[src/rtl/pipe_stage_buf.sv]
// Elastic pipeline-stage register: a DEPTH-entry in-order buffer of {ctrl, data}
// with valid/ready handshakes, synchronous flush, and a saturating flush-drop counter.
module pipe_stage_buf #(
    parameter int DATA_W = 64,
    parameter int CTRL_W = 6,
    parameter int DEPTH  = 2,
    parameter int CNT_W  = $clog2(DEPTH + 1)
) (
    input  logic              clk,
    input  logic              rst_n,
    input  logic              flush,
    input  logic              in_valid,
    output logic              in_ready,
    input  logic [CTRL_W-1:0] in_ctrl,
    input  logic [DATA_W-1:0] in_data,
    output logic              out_valid,
    input  logic              out_ready,
    output logic [CTRL_W-1:0] out_ctrl,
    output logic [DATA_W-1:0] out_data,
    output logic [CNT_W-1:0]  count,
    output logic [15:0]       drop_cnt
);

    localparam int PTR_W = (DEPTH > 1) ? $clog2(DEPTH) : 1;
    localparam logic [CNT_W-1:0] FULL_CNT = CNT_W'(DEPTH);

    logic [CTRL_W-1:0] ctrl_mem [DEPTH];
    logic [DATA_W-1:0] data_mem [DEPTH];
    logic [PTR_W-1:0]  wp;
    logic [PTR_W-1:0]  rp;
    logic [CNT_W-1:0]  count_q;
    logic [15:0]       drop_q;

    logic              push;
    logic              pop;
    logic [16:0]       drop_sum;
    logic [15:0]       drop_next;

    // Handshake decode: in_ready depends on registered occupancy only, so a full
    // buffer never accepts even when the head is being consumed this cycle.
    assign in_ready  = (count_q < FULL_CNT);
    assign out_valid = (count_q != '0);
    assign push      = in_valid & in_ready & ~flush;
    assign pop       = out_valid & out_ready & ~flush;

    assign out_ctrl  = out_valid ? ctrl_mem[rp] : '0;
    assign out_data  = out_valid ? data_mem[rp] : '0;
    assign count     = count_q;
    assign drop_cnt  = drop_q;

    // One extra bit catches overflow so the statistic clamps instead of wrapping.
    assign drop_sum  = {1'b0, drop_q} + 17'(count_q);
    assign drop_next = drop_sum[16] ? 16'hFFFF : drop_sum[15:0];

    always_ff @(posedge clk or negedge rst_n) begin
        if (!rst_n) begin
            wp      <= '0;
            rp      <= '0;
            count_q <= '0;
            drop_q  <= '0;
            for (int i = 0; i < DEPTH; i++) begin
                ctrl_mem[i] <= '0;
                data_mem[i] <= '0;
            end
        end else if (flush) begin
            wp      <= '0;
            rp      <= '0;
            count_q <= '0;
            drop_q  <= drop_next;
        end else begin
            if (push) begin
                ctrl_mem[wp] <= in_ctrl;
                data_mem[wp] <= in_data;
                wp           <= wp + PTR_W'(1);
            end
            if (pop) begin
                rp <= rp + PTR_W'(1);
            end
            case ({push, pop})
                2'b10:   count_q <= count_q + CNT_W'(1);
                2'b01:   count_q <= count_q - CNT_W'(1);
                default: count_q <= count_q;
            endcase
        end
    end

endmodule

[config.mk]
export PLATFORM = sky130hd
export DESIGN_NAME = pipe_stage_buf
export DESIGN_NICKNAME = d
export VERILOG_FILES = /design/src/rtl/pipe_stage_buf.sv
export SDC_FILE = /design/constraint.sdc
export NUM_CORES = 1
export LEC_CHECK = 0
export ABC_AREA = 1
export CORE_MARGIN = 8
export CORE_UTILIZATION = 35
export CTS_BUF_LIST = sky130_fd_sc_hd__clkbuf_4 sky130_fd_sc_hd__clkbuf_8
export CTS_CLUSTER_DIAMETER = 40
export DETAILED_ROUTE_END_ITERATION = 8
export GPL_TIMING_DRIVEN = 0
export SLEW_MARGIN = 20
export SYNTH_ARGS = -nofsm -noshare
export SYNTH_HDL_FRONTEND = slang
export SYNTH_SLANG_ARGS = --single-unit
[constraint.sdc]
create_clock -name clk -period 1.9 [get_ports clk]
set_input_delay 0.38 -clock clk [delete_from_list [all_inputs] [get_ports clk]]
set_output_delay 0.38 -clock clk [all_outputs]
set_load 0.005 [all_outputs]
Yosys cells after proc, flatten, opt, wreduce, memory -nomap -nowiden --
Cells that the tools add are included.
Cells by class: add/sub/neg operators 5, magnitude comparators 4, equality and inequality tests 2, muxes and demuxes 21, bitwise logic cells 7, reductions and logical operators 6
Operator list (number):
- $mux W64 | 5
- $bwmux W128 | 1
- $demux W64 S1 | 1
- $mux W6 | 5
- $add A16 B2 Y17 | 1
- $mux W16 | 1
- $bwmux W12 | 1
- $demux W6 S1 | 1
- $reduce_bool A2 Y1 | 3
- $and A1 B1 Y1 | 4
- $ge A2 B2 Y1 const B | 2
- $mux W1 | 4
- $not A1 Y2 | 2
- $pmux W2 S2 | 1
- $reduce_bool A3 Y1 | 1
- $add A1 B1 Y1 const B | 2
- $add A2 B1 Y2 const B | 1
- $eq A2 B1 Y1 const B | 1
- $eq A2 B2 Y1 const B | 1
- $lt A2 B1 Y1 const B | 1
- $lt A2 B2 Y1 const B | 1
- $mux W2 | 1
- $reduce_and A2 Y1 | 1
- $sub A2 B1 Y2 const B | 1
- 2 further kinds | 2
Storage, ports and cells: register bits 160, bits of input ports 75, output and inout port bits 90, logic and storage cells 53

Longest topological paths before layout --
Gate-level depths: netlist (run 1).
word-level depth 6, gate-level depth with buffers 11, depth with buffers taken out 10

Worst setup path before layout (run 1) --
OpenSTA, ideal clock, no wires.
path kind flip-flop to flip-flop, start point register count_q[1] (netlist: count[1]), end point register drop_q[11] (netlist: drop_cnt[11]), library setup time 0.069 ns, data arrival time 1.812 ns, data required time 1.831 ns, setup slack 0.019 ns, cell stages (with the launch flop) 11, buffers on the path 1, clock period less this slack 1.881 ns, cells stage by stage dfrtp_1 > inv_1 > fa_1 > inv_1 > nand2_1 > nor2_4 > nand2_4 > nor2_4 > nand2_2 > buf_6 > nand3_1
On the way: longest elaborated chain between the ends 2
Ends and longest elaborated chain:
- from (decl) | line 31 | logic [CNT_W-1:0] count_q;
- from (signal assigned) | line 80 | 2'b10: count_q <= count_q + CNT_W'(1);
- from (signal assigned) | line 81 | 2'b01: count_q <= count_q - CNT_W'(1);
- from (signal assigned) | line 82 | default: count_q <= count_q;
- $add A16 B2 Y17 | line 52 | assign drop_sum = {1'b0, drop_q} + 17'(count_q);
- $mux W16 | line 53 | assign drop_next = drop_sum[16] ? 16'hFFFF : drop_sum[15:0];
- to (signal assigned) | line 69 | drop_q <= drop_next;
- to (decl) | line 32 | logic [15:0] drop_q;
No other way between the ends. A chain may end at the register's enable or synchronous reset.

Worst setup path in the final report (run 1) --
start point register rp, end point output port out_data[63]
On the way: longest elaborated chain between the ends 5
Ends and longest elaborated chain:
- from (decl) | line 30 | logic [PTR_W-1:0] rp;
- from (signal assigned) | line 77 | rp <= rp + PTR_W'(1);
- $not A1 Y2 (implied by the code) | line 47 | assign out_data = out_valid ? data_mem[rp] : '0;
- $mux W64 (implied by the code) (3 in series) | line 47
- $mux W64 | line 47
- to (decl) | line 19 | output logic [DATA_W-1:0] out_data,
No other way between the ends. The select of a mux whose other input is x is not followed.

==> impl_metrics.py, run 1 <==
metrics = {
    "global_route": {
        "antenna_found_initial": 0,
        "grt-ovfl-total": 0,
        "grt_pass1_vias": 6975,
        "grt_max_degree": 84,
        "grt_pass1_wl_um": 36670,
        "grt_use_total_pct": 17.32,
    },
    "critical_path": {
        "cp_max_fo": 7,
        "crit_required_ps": 1520,
        "cpPeakStageDelay_ps": 430,
        "crit_arrival_ps": 1630,
        "crit_type": "flop to primary output",
        "crit_path_end_kind": "primary output",
        "cp-start-kind": "flop",
        "critPathSlowestCell": "dfrtp_2",
        "cp.buffers_inverters": 4,
        "cp_top_family": "buffers and inverters",
        "crit_chain": "buf_12, clkinv_16, clkbuf_16, nand2_2, a21oi_4, buf_2",
    },
    "synthesis": {
        "syn-num-nets": 996,
        "synth.avg_cell_area_sq_um": 8.022,
        "synth_area_sq_um": 7365,
        "ys_seq_area_share_pct": 54.37,
        "synth_seq_cells": 160,
        "synth_cell_types": 24,
        "synthCells": 918,
        "yosysWarningCount": 0,
    },
    "sta": {
        "tightest_slew_ps": 676.4,
        "rsz0062_at_grt": "true",
        "skew_ps": 8.188,
        "finalCritPeriodShare_pct": 105.9,
        "drv_slew": 0,
        "period_needed_ps": 2012,
        "tns_ps": -4156,
        "fmax_ghz": 0.4969,
        "setup_viol": 75,
        "worst_slack_ps": -112.3,
        "max-slew-margin-rel_pct": 54.91,
        "hold_violations": 0,
    },
    "clock_tree": {
        "cts_buffers": 17,
        "cts_tree": "built",
        "clk_latency_ps": 440,
        "cts_max_path_buffers": 2,
        "cts.reportedPaths.clkPinSlew_ps": 80,
        "htree_levels": 4,
        "clock_sinks": 160,
        "cts-root-buf": "clkbuf_8",
    },
    "flow_run": {
        "cap_violations": 0,
    },
    "drt": {
        "wirelength_met1_um": 10730,
        "wirelength_um": 22590,
        "dr.pass1.iters": 4,
        "drc": 0,
        "wl_met3_um": 1133,
        "routed-wl-met2_um": 10540,
        "num_vias": 6713,
        "routed.top_layer": "met4",
        "ant_nets": 0,
        "via_per_inst": 4.744,
        "detail_route.wl_per_cell_um": 15.96,
        "initialDrtViolationCount": 381,
    },
    "placement": {
        "port_buffers": 164,
        "gp_congestion": 0.7853,
        "dp_hpwl_um": 14440,
        "dp.cells": 1358,
        "placed_cell_area_sq_um": 9383,
    },
    "floorplanning": {
        "start_util_pct": 35.37,
        "die_w_um": 161.1,
        "coreArea_sq_um": 20820,
        "ios": 165,
        "die_area_sq_um": 25940,
        "die_h_um": 161.1,
        "rows": 53,
    },
    "status": {
        "status": "finished, violations left",
        "violations": "setup timing",
    },
    "layout": {
        "antenna_cells": 0,
        "drive_gt1_share_pct": 30.26,
        "nNetsFinal": 1207,
        "syn2layout_area_growth_pct": 47.66,
        "final_area_sq_um": 10870,
        "stdcell_count": 1415,
    },
    "power": {
        "switching_power_mw": 6.227,
        "p_clk_share_pct": 17.3,
        "p_leak_nw": 5.244,
        "intPower_mw": 10.12,
        "power.density_nw_per_um2": 1503,
        "power_frac_seq_pct": 37.4,
        "ir_drop_uv": 821.5,
        "p_sw_share_pct": 38.09,
        "combPwrFrac_pct": 45.3,
    },
    "worst_hold_path": {
        "min_path_type": "input pin to async pin",
    },
}
-- power by group through the flow --
stage | combinational [mW] | clock, mW | sequential, mW
2_1_floorplan | 3.08 | 0 | 5.73
4_1_cts | 6.90 | 2.92 | 5.91
3_5_place_dp | 6.05 | 0 | 5.92
6_report | 7.40 | 2.83 | 6.12
3_3_place_gp | 5.98 | 0 | 5.89
5_1_grt | 8.27 | 3.06 | 6.34
-- cell type report --
class | instances | area, sq um
Buffer | 53 | 624.3
Clock buffer | 19 | 249.0
Clock inverter | 11 | 190.2
Fill cell | 2051 | 9948
Inverter | 95 | 385.4
Multi-Input combinational cell | 609 | 3393
Sequential cell | 160 | 4013
Tap cell | 275 | 344.1
Timing Repair Buffer | 191 | 1643
Timing Repair inverter | 2 | 32.53
-- registers in the layout, summed over array words and instances, names as in the netlist --
register,cells
count,2
data_mem,128
ctrl_mem,12
rp,1
drop_cnt,16
wp,1
-- layer usage --
metal | up-vias | track usage, %
met2 | 144 | 27.60
met3 | 11 | 4.200
met5 | - | 0
li1 | 3332 | -
met4 | 0 | 3.872
met1 | 3226 | 23.45
-- cells by family after synthesis --
family | synth area share, %
compound gates | 15.15
flops | 54.37
buf+inv | 8.631
xor+xnor | 0.5946
simple gates | 20.64
fa+ha+maj | 0.6116
-- synth_stat cells --
cell type,count,area [sq um]
nand2_4,1,11.26
nor2_1,18,67.56
fa_1,1,20.02
inv_2,2,7.510
dfrtp_1,160,4004
nor3_1,2,10.01
nand2_1,320,1201
buf_1,3,11.26
buf_4,11,82.58
o21ai_0,149,745.7
clkbuf_1,27,101.4
a21oi_1,74,370.4
xor2_1,5,43.79
inv_1,93,349.1
buf_6,3,33.78
nand3_2,3,30.03
nor2_4,2,22.52
nand3b_1,2,15.01
ha_1,2,25.02
nand4_1,7,43.79
buf_2,10,50.05
nand2_2,1,6.260
nand3_1,20,100.1
nor2_2,2,12.51
-- cell usage in the layout (no fill, tap or decap), types with 20 or more instances in the layout --
cell and count:
clkdlybuf4s50_1 89, clkbuf_8 20, inv_1 90, buf_2 79, a21oi_2 62, nand2_4 31, dfrtp_1 153, nand2_2 45
o21ai_0 147, nand2_1 246
-- per-stage QoR --
| stage | power [mW] | hold WS (ps) | worst slack (ps) | util (%) |
|---|---|---|---|---|
| final | 16.35 | 486.9 | -112.3 | 52.22 |
| after global routing | 17.67 | 485.2 | -189.8 | 52.22 |
| after CTS | 15.72 | 478.5 | -174.9 | 49.82 |
| after detailed placement | 11.97 | 425.7 | -692.6 | 45.06 |
| after global placement | 11.87 | 465.7 | -6318 | 44.90 |
| after floorplan | 8.814 | 84.41 | 19.21 | - |
-- worst paths after layout --
path | from | to | slack (ps) | cells past startpoint
max | rp | out_data[63] | -110 | 6
max in group asynchronous | rst_n | data_mem[104] | 580 | 3
min reg2reg | data_mem[63] | data_mem[63] | 490 | 2
min | rst_n | drop_cnt[11] | 490 | 2
min in group clk | data_mem[63] | data_mem[63] | 490 | 2
max reg2reg | count[0] | drop_cnt[6] | -10 | 12
-- what timing repair did --
action | 4_1_cts | 5_1_grt
cloned | 6 | 7
endpoints found under the setup margin | 89 | 91
hold buffers | 1 | 0
pin swaps | 29 | 55
hold endpoints to repair | 82 | 0
setup buffers | 14 | 0
gates resized for setup | 461 | 133
(Power assumes the default switching activity.)
==> run 2: changes to the inputs <==
CTS_CLUSTER_SIZE = 25   (was not set)
==> results of run 2 <==
Final layout, timing and power as in run 1 (identical DEF).
